==> src/rtl/cisr_job_ctrl_pkg.sv <==
// Shared constants and types for the CISR SpMV job sequencer.
package cisr_job_ctrl_pkg;

  localparam int ROW_ID_SIZE = 8;
  localparam int ACC_SIZE    = 32;
  localparam int MAX_ROWS    = 1 << ROW_ID_SIZE;

  typedef logic [ROW_ID_SIZE-1:0] row_id_t;
  typedef logic [ROW_ID_SIZE:0]   row_cnt_t;
  typedef logic [ACC_SIZE-1:0]    acc_data_t;

  localparam logic [1:0] ERR_OK      = 2'b00;
  localparam logic [1:0] ERR_TIMEOUT = 2'b01;
  localparam logic [1:0] ERR_BADID   = 2'b10;
  localparam logic [1:0] ERR_SIZE    = 2'b11;

  typedef enum logic [1:0] {
    S_IDLE = 2'd0,
    S_INIT = 2'd1,
    S_RUN  = 2'd2,
    S_FIN  = 2'd3
  } state_t;

  // Saturating increment for row counters.
  function automatic row_cnt_t sat_inc(row_cnt_t v);
    return (v == '1) ? v : v + row_cnt_t'(1);
  endfunction

endpackage

==> src/rtl/cisr_job_ctrl_if.sv <==
// Command, accumulator and result-memory signals of the job sequencer.
interface cisr_job_ctrl_if;
  import cisr_job_ctrl_pkg::*;

  logic      start;
  logic      abort;
  row_cnt_t  num_rows;
  logic      busy;
  logic      done;
  logic [1:0] err;
  logic      acc_rst;
  logic      acc_write_data;
  row_id_t   acc_addr;
  acc_data_t acc_data;
  logic      mem_we;
  row_id_t   mem_addr;
  acc_data_t mem_wdata;

  // Host / accumulator / memory side.
  modport master (
    output start, abort, num_rows, acc_write_data, acc_addr, acc_data,
    input  busy, done, err, acc_rst, mem_we, mem_addr, mem_wdata
  );

  // Sequencer side.
  modport slave (
    input  start, abort, num_rows, acc_write_data, acc_addr, acc_data,
    output busy, done, err, acc_rst, mem_we, mem_addr, mem_wdata
  );
endinterface

==> src/rtl/cisr_row_bitmap.sv <==
// One bit per row id, set on the first write of that row in a job.
module cisr_row_bitmap
  import cisr_job_ctrl_pkg::*;
(
  input  logic    clk,
  input  logic    rst,
  input  logic    clear,
  input  logic    set,
  input  row_id_t idx,
  output logic    was_set
);

  logic [MAX_ROWS-1:0] bits;

  assign was_set = bits[idx];

  // Clear wins over set; clear takes a single cycle.
  always_ff @(posedge clk or negedge rst) begin
    if (!rst)       bits      <= '0;
    else if (clear) bits      <= '0;
    else if (set)   bits[idx] <= 1'b1;
  end

endmodule

==> src/rtl/cisr_job_ctrl.sv <==
// CISR SpMV job sequencer: holds the accumulator in reset around a job,
// forwards result writes to memory and reports done / error.
module cisr_job_ctrl
  import cisr_job_ctrl_pkg::*;
#(
  parameter int INIT_CYCLES    = 2,
  parameter int TIMEOUT_CYCLES = 4096
) (
  input  logic         clk,
  input  logic         rst,
  cisr_job_ctrl_if.slave bus
);

  localparam int IC_W = (INIT_CYCLES > 1) ? $clog2(INIT_CYCLES) : 1;
  localparam logic [IC_W-1:0] INIT_LAST = IC_W'(INIT_CYCLES - 1);

  // The watchdog counts cycles since the last completing strobe (that strobe
  // is cycle 0). It trips two counts early so that the FIN cycle and the
  // done pulse land exactly TIMEOUT_CYCLES after that strobe. Windows
  // shorter than that tail trip on the first idle cycle.
  localparam int WD_W = (TIMEOUT_CYCLES > 0) ? $clog2(TIMEOUT_CYCLES + 1) : 1;
  localparam logic [WD_W-1:0] WD_TRIP =
    (TIMEOUT_CYCLES > 2) ? WD_W'(TIMEOUT_CYCLES - 2) : WD_W'(1);

  state_t          state;
  row_cnt_t        num_rows_q;
  row_cnt_t        rows_done;
  logic [IC_W-1:0] init_cnt;
  logic [WD_W-1:0] wd;

  logic       busy_q, done_q, acc_rst_q, mem_we_q;
  logic [1:0] err_q;
  row_id_t    mem_addr_q;
  acc_data_t  mem_wdata_q;

  logic strb, id_bad, was_set, first_wr, bm_clr, last_row, wd_trip;

  // Strobes only count in RUN; abort squashes the strobe of its cycle.
  assign strb     = (state == S_RUN) && bus.acc_write_data && !bus.abort;
  assign id_bad   = {1'b0, bus.acc_addr} >= num_rows_q;
  assign first_wr = strb && !id_bad && !was_set;
  assign bm_clr   = (state == S_IDLE) && bus.start && !bus.abort;
  assign last_row = (rows_done + row_cnt_t'(1)) == num_rows_q;
  assign wd_trip  = (TIMEOUT_CYCLES != 0) && (wd >= WD_TRIP);

  cisr_row_bitmap u_bitmap (
    .clk     (clk),
    .rst     (rst),
    .clear   (bm_clr),
    .set     (first_wr),
    .idx     (bus.acc_addr),
    .was_set (was_set)
  );

  // Job FSM with registered status and memory-write outputs.
  always_ff @(posedge clk or negedge rst) begin
    if (!rst) begin
      state       <= S_IDLE;
      busy_q      <= 1'b0;
      done_q      <= 1'b0;
      err_q       <= ERR_OK;
      acc_rst_q   <= 1'b1;
      mem_we_q    <= 1'b0;
      mem_addr_q  <= '0;
      mem_wdata_q <= '0;
      num_rows_q  <= '0;
      rows_done   <= '0;
      init_cnt    <= '0;
      wd          <= '0;
    end else begin
      done_q   <= 1'b0;
      mem_we_q <= 1'b0;
      case (state)
        S_IDLE: begin
          if (bus.start && !bus.abort) begin
            num_rows_q <= bus.num_rows;
            rows_done  <= '0;
            init_cnt   <= '0;
            wd         <= '0;
            if (bus.num_rows > row_cnt_t'(MAX_ROWS)) begin
              err_q <= ERR_SIZE;
              state <= S_FIN;
            end else begin
              err_q  <= ERR_OK;
              busy_q <= 1'b1;
              state  <= S_INIT;
            end
          end
        end
        S_INIT: begin
          if (bus.abort) begin
            busy_q <= 1'b0;
            state  <= S_IDLE;
          end else if (init_cnt == INIT_LAST) begin
            if (num_rows_q == '0) begin
              busy_q <= 1'b0;
              state  <= S_FIN;
            end else begin
              acc_rst_q <= 1'b0;
              wd        <= WD_W'(1);
              state     <= S_RUN;
            end
          end else begin
            init_cnt <= init_cnt + IC_W'(1);
          end
        end
        S_RUN: begin
          if (bus.abort) begin
            busy_q    <= 1'b0;
            acc_rst_q <= 1'b1;
            state     <= S_IDLE;
          end else if (strb && id_bad) begin
            // Bad id beats completion; nothing goes to memory.
            err_q     <= ERR_BADID;
            busy_q    <= 1'b0;
            acc_rst_q <= 1'b1;
            state     <= S_FIN;
          end else begin
            // Repeated ids are rewritten (last value wins) but counted once.
            if (strb) begin
              mem_we_q    <= 1'b1;
              mem_addr_q  <= bus.acc_addr;
              mem_wdata_q <= bus.acc_data;
            end
            if (first_wr) begin
              rows_done <= sat_inc(rows_done);
              wd        <= WD_W'(1);
            end else if (wd != '1) begin
              wd <= wd + WD_W'(1);
            end
            // The completing write is still issued; it shows up during FIN.
            if (first_wr && last_row) begin
              busy_q    <= 1'b0;
              acc_rst_q <= 1'b1;
              state     <= S_FIN;
            end else if (!first_wr && wd_trip) begin
              err_q     <= ERR_TIMEOUT;
              busy_q    <= 1'b0;
              acc_rst_q <= 1'b1;
              state     <= S_FIN;
            end
          end
        end
        S_FIN: begin
          done_q <= !bus.abort;
          state  <= S_IDLE;
        end
        default: state <= S_IDLE;
      endcase
    end
  end

  assign bus.busy      = busy_q;
  assign bus.done      = done_q;
  assign bus.err       = err_q;
  assign bus.acc_rst   = acc_rst_q;
  assign bus.mem_we    = mem_we_q;
  assign bus.mem_addr  = mem_addr_q;
  assign bus.mem_wdata = mem_wdata_q;

endmodule
==> src/flat_wrapper.sv <==
// flat-port wrapper written by rule: the top's interface ports become plain ports
module cisr_job_ctrl_flat import cisr_job_ctrl_pkg::*;
#(
  parameter int INIT_CYCLES    = 2,
  parameter int TIMEOUT_CYCLES = 4096
)
  (clk, rst, bus_start, bus_abort, bus_num_rows, bus_acc_write_data, bus_acc_addr, bus_acc_data, bus_busy, bus_done, bus_err, bus_acc_rst, bus_mem_we, bus_mem_addr, bus_mem_wdata);
  cisr_job_ctrl_if bus_i ();
  input  logic clk;
  input  logic rst;
  input wire logic [$bits(bus_i.start)-1:0] bus_start;
  input wire logic [$bits(bus_i.abort)-1:0] bus_abort;
  input wire logic [$bits(bus_i.num_rows)-1:0] bus_num_rows;
  input wire logic [$bits(bus_i.acc_write_data)-1:0] bus_acc_write_data;
  input wire logic [$bits(bus_i.acc_addr)-1:0] bus_acc_addr;
  input wire logic [$bits(bus_i.acc_data)-1:0] bus_acc_data;
  output wire logic [$bits(bus_i.busy)-1:0] bus_busy;
  output wire logic [$bits(bus_i.done)-1:0] bus_done;
  output wire logic [$bits(bus_i.err)-1:0] bus_err;
  output wire logic [$bits(bus_i.acc_rst)-1:0] bus_acc_rst;
  output wire logic [$bits(bus_i.mem_we)-1:0] bus_mem_we;
  output wire logic [$bits(bus_i.mem_addr)-1:0] bus_mem_addr;
  output wire logic [$bits(bus_i.mem_wdata)-1:0] bus_mem_wdata;
  assign bus_i.start = bus_start;
  assign bus_i.abort = bus_abort;
  assign bus_i.num_rows = bus_num_rows;
  assign bus_i.acc_write_data = bus_acc_write_data;
  assign bus_i.acc_addr = bus_acc_addr;
  assign bus_i.acc_data = bus_acc_data;
  assign bus_busy = bus_i.busy;
  assign bus_done = bus_i.done;
  assign bus_err = bus_i.err;
  assign bus_acc_rst = bus_i.acc_rst;
  assign bus_mem_we = bus_i.mem_we;
  assign bus_mem_addr = bus_i.mem_addr;
  assign bus_mem_wdata = bus_i.mem_wdata;
  cisr_job_ctrl #(.INIT_CYCLES(INIT_CYCLES), .TIMEOUT_CYCLES(TIMEOUT_CYCLES)) u_core (.clk(clk), .rst(rst), .bus(bus_i));
endmodule
==> config.mk <==
export PLATFORM = sky130hd
export DESIGN_NAME = cisr_job_ctrl_flat
export DESIGN_NICKNAME = d
export VERILOG_FILES = /design/src/rtl/cisr_job_ctrl_pkg.sv /design/src/rtl/cisr_job_ctrl_if.sv /design/src/rtl/cisr_row_bitmap.sv /design/src/rtl/cisr_job_ctrl.sv /design/src/flat_wrapper.sv
export SDC_FILE = /design/constraint.sdc
export NUM_CORES = 1
export LEC_CHECK = 0
export CORE_UTILIZATION = 60
export CTS_CLUSTER_DIAMETER = 80
export DETAILED_ROUTE_END_ITERATION = 10
export GPL_ROUTABILITY_DRIVEN = 0
export PLACE_DENSITY_LB_ADDON = 0.3
export RECOVER_POWER = 25
export SETUP_SLACK_MARGIN = 0.1
export SLEW_MARGIN = 10
export SYNTH_ARGS = -nofsm -noshare
export SYNTH_HDL_FRONTEND = slang
export SYNTH_SLANG_ARGS = --single-unit
==> constraint.sdc <==
create_clock -name clk -period 3.8 [get_ports clk]
set_clock_uncertainty 0.1 [all_clocks]
set_input_delay 0.57 -clock clk [delete_from_list [all_inputs] [get_ports clk]]
set_output_delay 0.57 -clock clk [all_outputs]
set_load 0.02 [all_outputs]
==> summary.md <==
| Metric | Value |
|---|---|
| Startpoint class of the critical path | `input port` |
| Syn Area/Cell | `10.4 um2` |
| Die H | `about 160 um` |
| CTS tree | `built` |
| Final instance area | `~19000 um2` |
| Initial DRC Count | `1721` |
| Setup ws final | `0.207 ns` |
| Placed Cells | `1925` |
| First-pass GRT wire length | `65500 um` |
| Clock sinks | `336` |
| Worst Path Arrival | `3.90 ns` |
| Vias per cell | `about 6.4` |
| Post-DRT Antenna Nets | `0` |
| Skew-Pair Late Insertion Delay | `between 0.5 and 0.6 ns` |
| # setup viols final | `0` |
| Fmax | `278 MHz` |
| Worst vdd ir | `about 0.00053 V` |
| Total CTS buffers | `35` |
| Netlist cell types | `73` |
| Pin count of the biggest net entering global routing | `193` |
| Final Hold Viols | `0` |
| Crit-path max FO | `13` |
| Total detailed-routing wirelength | `just over 40000 um` |
| # rows | `58` |
| #FFs+latches synth | `336` |
| Status | `complete, but fails checks` |
| Non-filler cells, final | `a little under 2000` |
| Post-synth EDFFs | `0` |
| Leak | `about 0.0084 uW` |
| GR peak layer | `met2` |
| Dpl ws | `-0.426 ns` |
| Die Span X | `around 160 um` |
| Global route overflow | `0` |
| HPWL after DPL | `27000 um` |
| Final worst path period need | `3.59 ns` |
| Total GRT Usage | `31.6%` |
| Slew @ Worst Pin | `about 1.9 ns` |
| Power density cells | `536 nW/um2` |
| Slew headroom | `-24.8%` |
| CTS Root Cell | `clkbuf_16` |
| Drc violations | `0` |
| P&R area growth vs syn | `18.5%` |
| Buffers on Ports | `99` |
| Vias in the first global route | `12100` |
| Wirelength per Cell | `20.9 um` |
| Failing checks | `max-capacitance violations, max-slew violations` |
| Initial antenna violation count | `0` |
| Die ar. | `approximately 27000 um2` |
| YS warnings | `0` |
| Syn Inst Count | `1516` |
| Ys async rst share | `100%` |
| Worst EP required | `4.11 ns` |
| Starting Density | `between 60% and 70%` |
| Layout cells sized above 1 | `13.6%` |
| Clock H-tree levels | `2` |
| Clk pin slew, worst setup/hold paths | `0.06 ns` |
| Vias post-DR | `12700` |
| Antenna diodes | `0` |
| Fin. max-slew vios | `130` |
| Met3 usage | `4.70%` |
| CP Capture Type | `flip-flop` |
| Core Area | `25500 um2` |
| Final core utilization | `73.1%` |
| Mapped cell area | `15700 um2` |
| Hold/Removal Path Class | `in -> reg` |
| Iteration count of the initial detailed-routing pass | `5` |
| Max clock buf depth | `3` |
| Crit share post-route | `a little over nine tenths` |
| Met1 usage | `46.2%` |
| Mapped Nets | `1587` |
| CP Class | `in -> reg` |
| Predominant post-synthesis flop cell | `dfrtp_1` |
| Placed cell areas | `17400 um2` |
| Met2 global-route usage | `a little under 50%` |
| # Max-Cap Violations | `1` |
| # Post-CTS Setup Buffers | `0` |
| Top-Level Pins | `100` |
| Seq/Total Area, Yosys | `53.5%` |
| Tot Pwr | `9990 uW` |
| Layout Nets | `1704` |
| RSZ-0062 raised after global routing | `true` |
## state kept, by name, indices dropped and copies added (netlist names), 2 cells and up
signal / count
u_core.bus.mem_addr: 8
u_core.state: 2
u_core.bus.mem_wdata: 32
u_core.wd: 13
u_core.rows_done: 9
u_core.bus.err: 2
u_core.num_rows_q: 9
u_core.u_bitmap.bits: 256
## metrics by stage
step / hold WS, ns / TNS [ns]
6_report: 0.341 / 0
5_1_grt: 0.358 / 0
4_1_cts: 0.331 / 0
3_5_place_dp: 0.364 / -45.76
3_3_place_gp: 0.356 / -30.68
2_1_floorplan: 0.174 / 0
## metal layers
layer  vias to the layer above  wire length, um
met1                      6289            17200
met5                         -                0
met2                       654            19600
li1                       5618                -
met4                         0             1390
met3                        98             3340
## synth_stat cells (19+ instances only)
library cell | instances | area share [%]
a22o_1 | 70 | 3.9
dfrtp_1 | 335 | 53
nor2_1 | 45 | 1.1
a21oi_1 | 31 | 0.99
clkbuf_1 | 77 | 1.8
mux2i_1 | 88 | 5.6
o21ai_0 | 177 | 5.6
a22oi_1 | 27 | 1.3
nand3_1 | 35 | 1.1
mux2_2 | 37 | 2.7
o21ai_1 | 43 | 1.4
mux4_2 | 21 | 3.0
inv_1 | 19 | 0.45
nand2_1 | 304 | 7.3
## power breakdown
group | internal (uW) | total (uW) | switching [uW]
logic | 1050 | 2460 | 1400
clock network | 1990 | 3370 | 1380
registers | 3910 | 4160 | 255
total | 6950 | 9990 | 3040
## cell usage in the layout (no fill, tap or decap), types with 11 or more instances in the layout
cell type          n
a21oi_1           31
nand2_1          304
ha_1              17
mux2i_1           88
nor3_1            17
nand3_1           34
o21ai_1           43
nor2_1            45
clkbuf_16         37
buf_4             76
clkbuf_1          11
mux2_2            37
buf_12            11
a22o_1            70
a22oi_1           26
dfrtp_1          335
mux4_2            21
inv_1             19
clkdlybuf4s50_1   97
o21ai_0          177
## cells by family (layout without fill, tap and decap cells)
group           Yosys count  after routing  synth area share [%]
compound gates          398            398                  15.8
mux                     147            147                  11.3
flops                   336            336                  53.5
xor+xnor                  8              8                 0.446
buf+inv                 132            274                  4.00
fa+ha+maj                17             17                  1.35
simple gates            478            478                  13.6
## worst paths after layout
| kind | start | to | slack, ns | cells after the start |
|---|---|---|---|---|
| worst max-delay path | bus_acc_addr[0] | u_core.wd[7] | 0.21 | 16 |
| worst min-delay path | bus_acc_addr[1] | u_core.bus.mem_addr[1] | 0.34 | 3 |
| max in group asynchronous | rst | u_core.u_bitmap.bits[61] | 1.00 | 3 |
| worst max register to register | u_core.rows_done[1] | u_core.bus.acc_rst | 0.28 | 14 |
| worst min register to register | u_core.u_bitmap.bits[198] | u_core.u_bitmap.bits[198] | 0.38 | 2 |
| min in group asynchronous | rst | u_core.u_bitmap.bits[201] | 0.44 | 2 |
## critical path: stages
cell and delay [ns]:
clkdlybuf4s50_1 0.58, buf_6 0.20, nor2b_1 0.24, buf_4 0.27, a22o_1 0.17, nor3_1 0.06
a31oi_2 0.31, a31oi_1 0.14, buf_4 0.18, nor4_4 0.22, buf_4 0.22, buf_4 0.15
nor3_4 0.05, buf_4 0.16, a21o_1 0.15, a22o_1 0.21
## final cells by class
cell class | count | area, um2
flip-flops and latches | 336 | 8410
clock buffers | 54 | 1060
well taps | 330 | 413
multi-input cells | 1048 | 6760
repair buffers | 192 | 1840
fillers | 1701 | 6850
inverters | 20 | 75.1
clock inverters | 8 | 70.1
## repair_timing
item,4_1_cts,5_1_grt
hold endpoints to repair,44,0
hold buffers,1,0
resized for setup,1,12
endpoints found under the setup margin,3,155
pin swaps,0,2
Power figures use the tool's default switching activity.
==> variant (same settings) <==
Change the package constant `ROW_ID_SIZE` from 8 to 9.
--- a/src/rtl/cisr_job_ctrl_pkg.sv
+++ b/src/rtl/cisr_job_ctrl_pkg.sv
@@ -3,3 +3,3 @@
 
-  localparam int ROW_ID_SIZE = 8;
+  localparam int ROW_ID_SIZE = 9;
   localparam int ACC_SIZE    = 32;
Ports: changed (resized bus_acc_addr, bus_mem_addr and bus_num_rows); port bits go from 100 to 103. The function was not compared with the original's and may differ.
==> variant against the original RTL <==
  * The flow finishes with violations (capacitance limit, slew limit, setup timing)
  * Synthesized area is 72% higher
  * Setup slack worse by 0.31 ns
  * Total power is 61% higher
  * Non-clock buffer count is 167 higher
  * Sequential cell count is 259 higher
  * Wire length is 110% higher
  * Design area is 80% higher
  * Combinational power is 28% higher
  * Largest cell class unchanged
  * Largest power group unchanged
==> variant: results (changes against the original RTL) <==
Net Count, Synth = 2776 (+75%)
R2r startpoint = u_core.u_bitmap.bits[385]
CTS H-Tree Depth = 2 (unchanged)
Pins Over Slew Limit = 96 (-26%)
Final net count = 2983 (+75%)
Area post-placement = 30200 µm² (+73%)
VDD IR max = 0.388 mV (-26%)
Reg with most FFs = u_core.u_bitmap.bits
Layout cells sized above 1 = 21.7% (+8.0 points)
Max reg flops = 512 (+100%)
Met3 GRT Util = 7.39% (+2.7 points)
Final WS setup = -0.0986 ns (-0.306 ns)
Crit path max fanout = 6 (-7)
Lkg Pwr = 15.1 nW (+80%)
First-pass GRT wire length = 128000 µm (+95%)
Worst Hold Class = input port to register
Register area share after synthesis = 55.2% (+1.7 points)
Adder-Cell Fraction of Synth Area = 0.788% (-0.56 points)
Mux contribution to synthesized area = 10.9% (-0.45 points)
Clock buffer depth = 3 (unchanged)
First drt pass iteration count = 7 (+2)
Largest area contributor in the netlist = dfrtp_1
Critical path arrival = 4.36 ns (+0.46 ns)
Vias per cell = 6.57 (+3.1%)
Compound-gate portion of the synthesized area = 14.7% (-1.1 points)
FFs w/ async S/R, synth = 100% (unchanged)
CTS buffer count = 60 (+71%)
Largest net degree at the start of global routing = 236 (+22%)
Critical setup path kind = register to register
Worst setup path endpoint = u_core.u_bitmap.bits[98]
Setup_tns = -7.32 ns (-7.32 ns)
Synth top cells by count = nand2_1, dfrtp_1, o21ai_1
Warnings from Yosys = 0 (unchanged)
Status = finished with violations
Antenna violations before repair = 1 (+1)
Clock transition at path regs = 0.06 ns (about the same)
Reg2reg path depth = 12 (-2)
Synth top area cells = dfrtp_1, nand2_1, mux4_2
Initial DRC count = 3231 (+88%)
Met2 global-route usage = 56.2% (+7.7 points)
Total GRT Usage = 35.5% (+3.9 points)
Vias in the first global route = 22900 (+90%)
Max-Cap Viols = 1 (unchanged)
Xor/xnor cell area share of the yosys netlist = 0.455% (+0.0087 points)
Avg WL per Cell = 24.5 µm (+17%)
Clock root cell = clkbuf_16
Post-DP HPWL = 51700 µm (+91%)
Failing checks = capacitance limit, slew limit, setup timing
GR Util met1 = 46.9% (+0.63 points)
# setup viols final = 217 (+217)
Later-pin clock latency in the skew report = 0.65 ns (+0.13 ns)
Worst-Margin Slew = 3.05 ns (+1.17 ns)
FILL cells = 2670 (+57%)
Multi-input combinational cell area = 12000 µm² (+77%)
Synth unique cells = 75 (+2.7%)
Antenna diodes = 0 (unchanged)
Port bufs = 102 (+3.0%)
## variant: layout make-up
type | count | area share [%]
inverter | 28 | 0.336
timing repair buffer | 359 | 11.4
clock inverter | 21 | 0.738
tap | 592 | 2.21
clock buffer | 90 | 5.26
multi-input combinational | 1866 | 35.7
sequential | 595 | 44.4
## variant: logic make-up (layout without fill, tap and decap cells)
logic type / count (synthesis) / count (layout)
xor+xnor: 14 / 14
mux: 210 / 210
buf+inv: 243 / 498
flops: 595 / 595
compound gates: 701 / 702
fa+ha+maj: 17 / 17
simple gates: 923 / 923
## variant: worst min path at each step
stage / from / end / slack [ns] / depth (start not counted)
6_report: bus_acc_data[2] / u_core.bus.mem_wdata[2] / 0.36 / 3
3_3_place_gp: u_core.u_bitmap.bits[21] / u_core.u_bitmap.bits[21] / 0.36 / 2
3_5_place_dp: u_core.bus.mem_wdata[3] / u_core.bus.mem_wdata[3] / 0.36 / 2
4_1_cts: bus_acc_data[2] / u_core.bus.mem_wdata[2] / 0.35 / 3
2_1_floorplan: rst / u_core.bus.busy / 0.17 / 0
5_1_grt: u_core.bus.mem_wdata[3] / u_core.bus.mem_wdata[3] / 0.39 / 2
## variant: report_power, final
group	leakage (nW)	switching [mW]	internal [mW]
registers	8.23	0.211	6.64
clock network	0.980	2.60	3.48
logic	5.85	1.88	1.27
## variant: stage by stage
stage	hold slack (ns)	total power, mW	worst slack, ns	instances
after global routing	0.389	16.6	-0.0849	3551
final	0.356	16.1	-0.0986	3551
after CTS	0.347	15.9	0.100	3529
after global placement	0.356	9.81	-0.888	3413
after detailed placement	0.362	9.90	-0.986	3413
after floorplan	0.174	8.56	-0.208	2703
## variant: worst max-delay path, cell delays in order (launching register included)
cell       delay, ns
dfrtp_1         0.40
mux4_2          0.47
mux2_4          0.29
nand2_2         0.07
nand4_1         0.27
a2111o_1        0.46
or4_4           0.44
nor4_4          0.19
buf_6           0.18
nand3_4         0.09
or3_4           0.47
clkbuf_16       0.23
o21ai_2         0.13
## variant: timing repair
action / 4_1_cts / 5_1_grt
gates cloned: 1 / 14
hold buffers: 1 / 0
hold endpoints to repair: 87 / 0
pin swaps: 5 / 86
gates resized for setup: 9 / 320
buffers inserted: 4 / 8
setup endpoints to repair: 541 / 539
## variant: layer usage
metal / up-vias / routed length (µm)
met4: 0 / 5880
li1: 9853 / -
met2: 1551 / 40400
met1: 11500 / 31200
met3: 431 / 9620
met5: - / 0
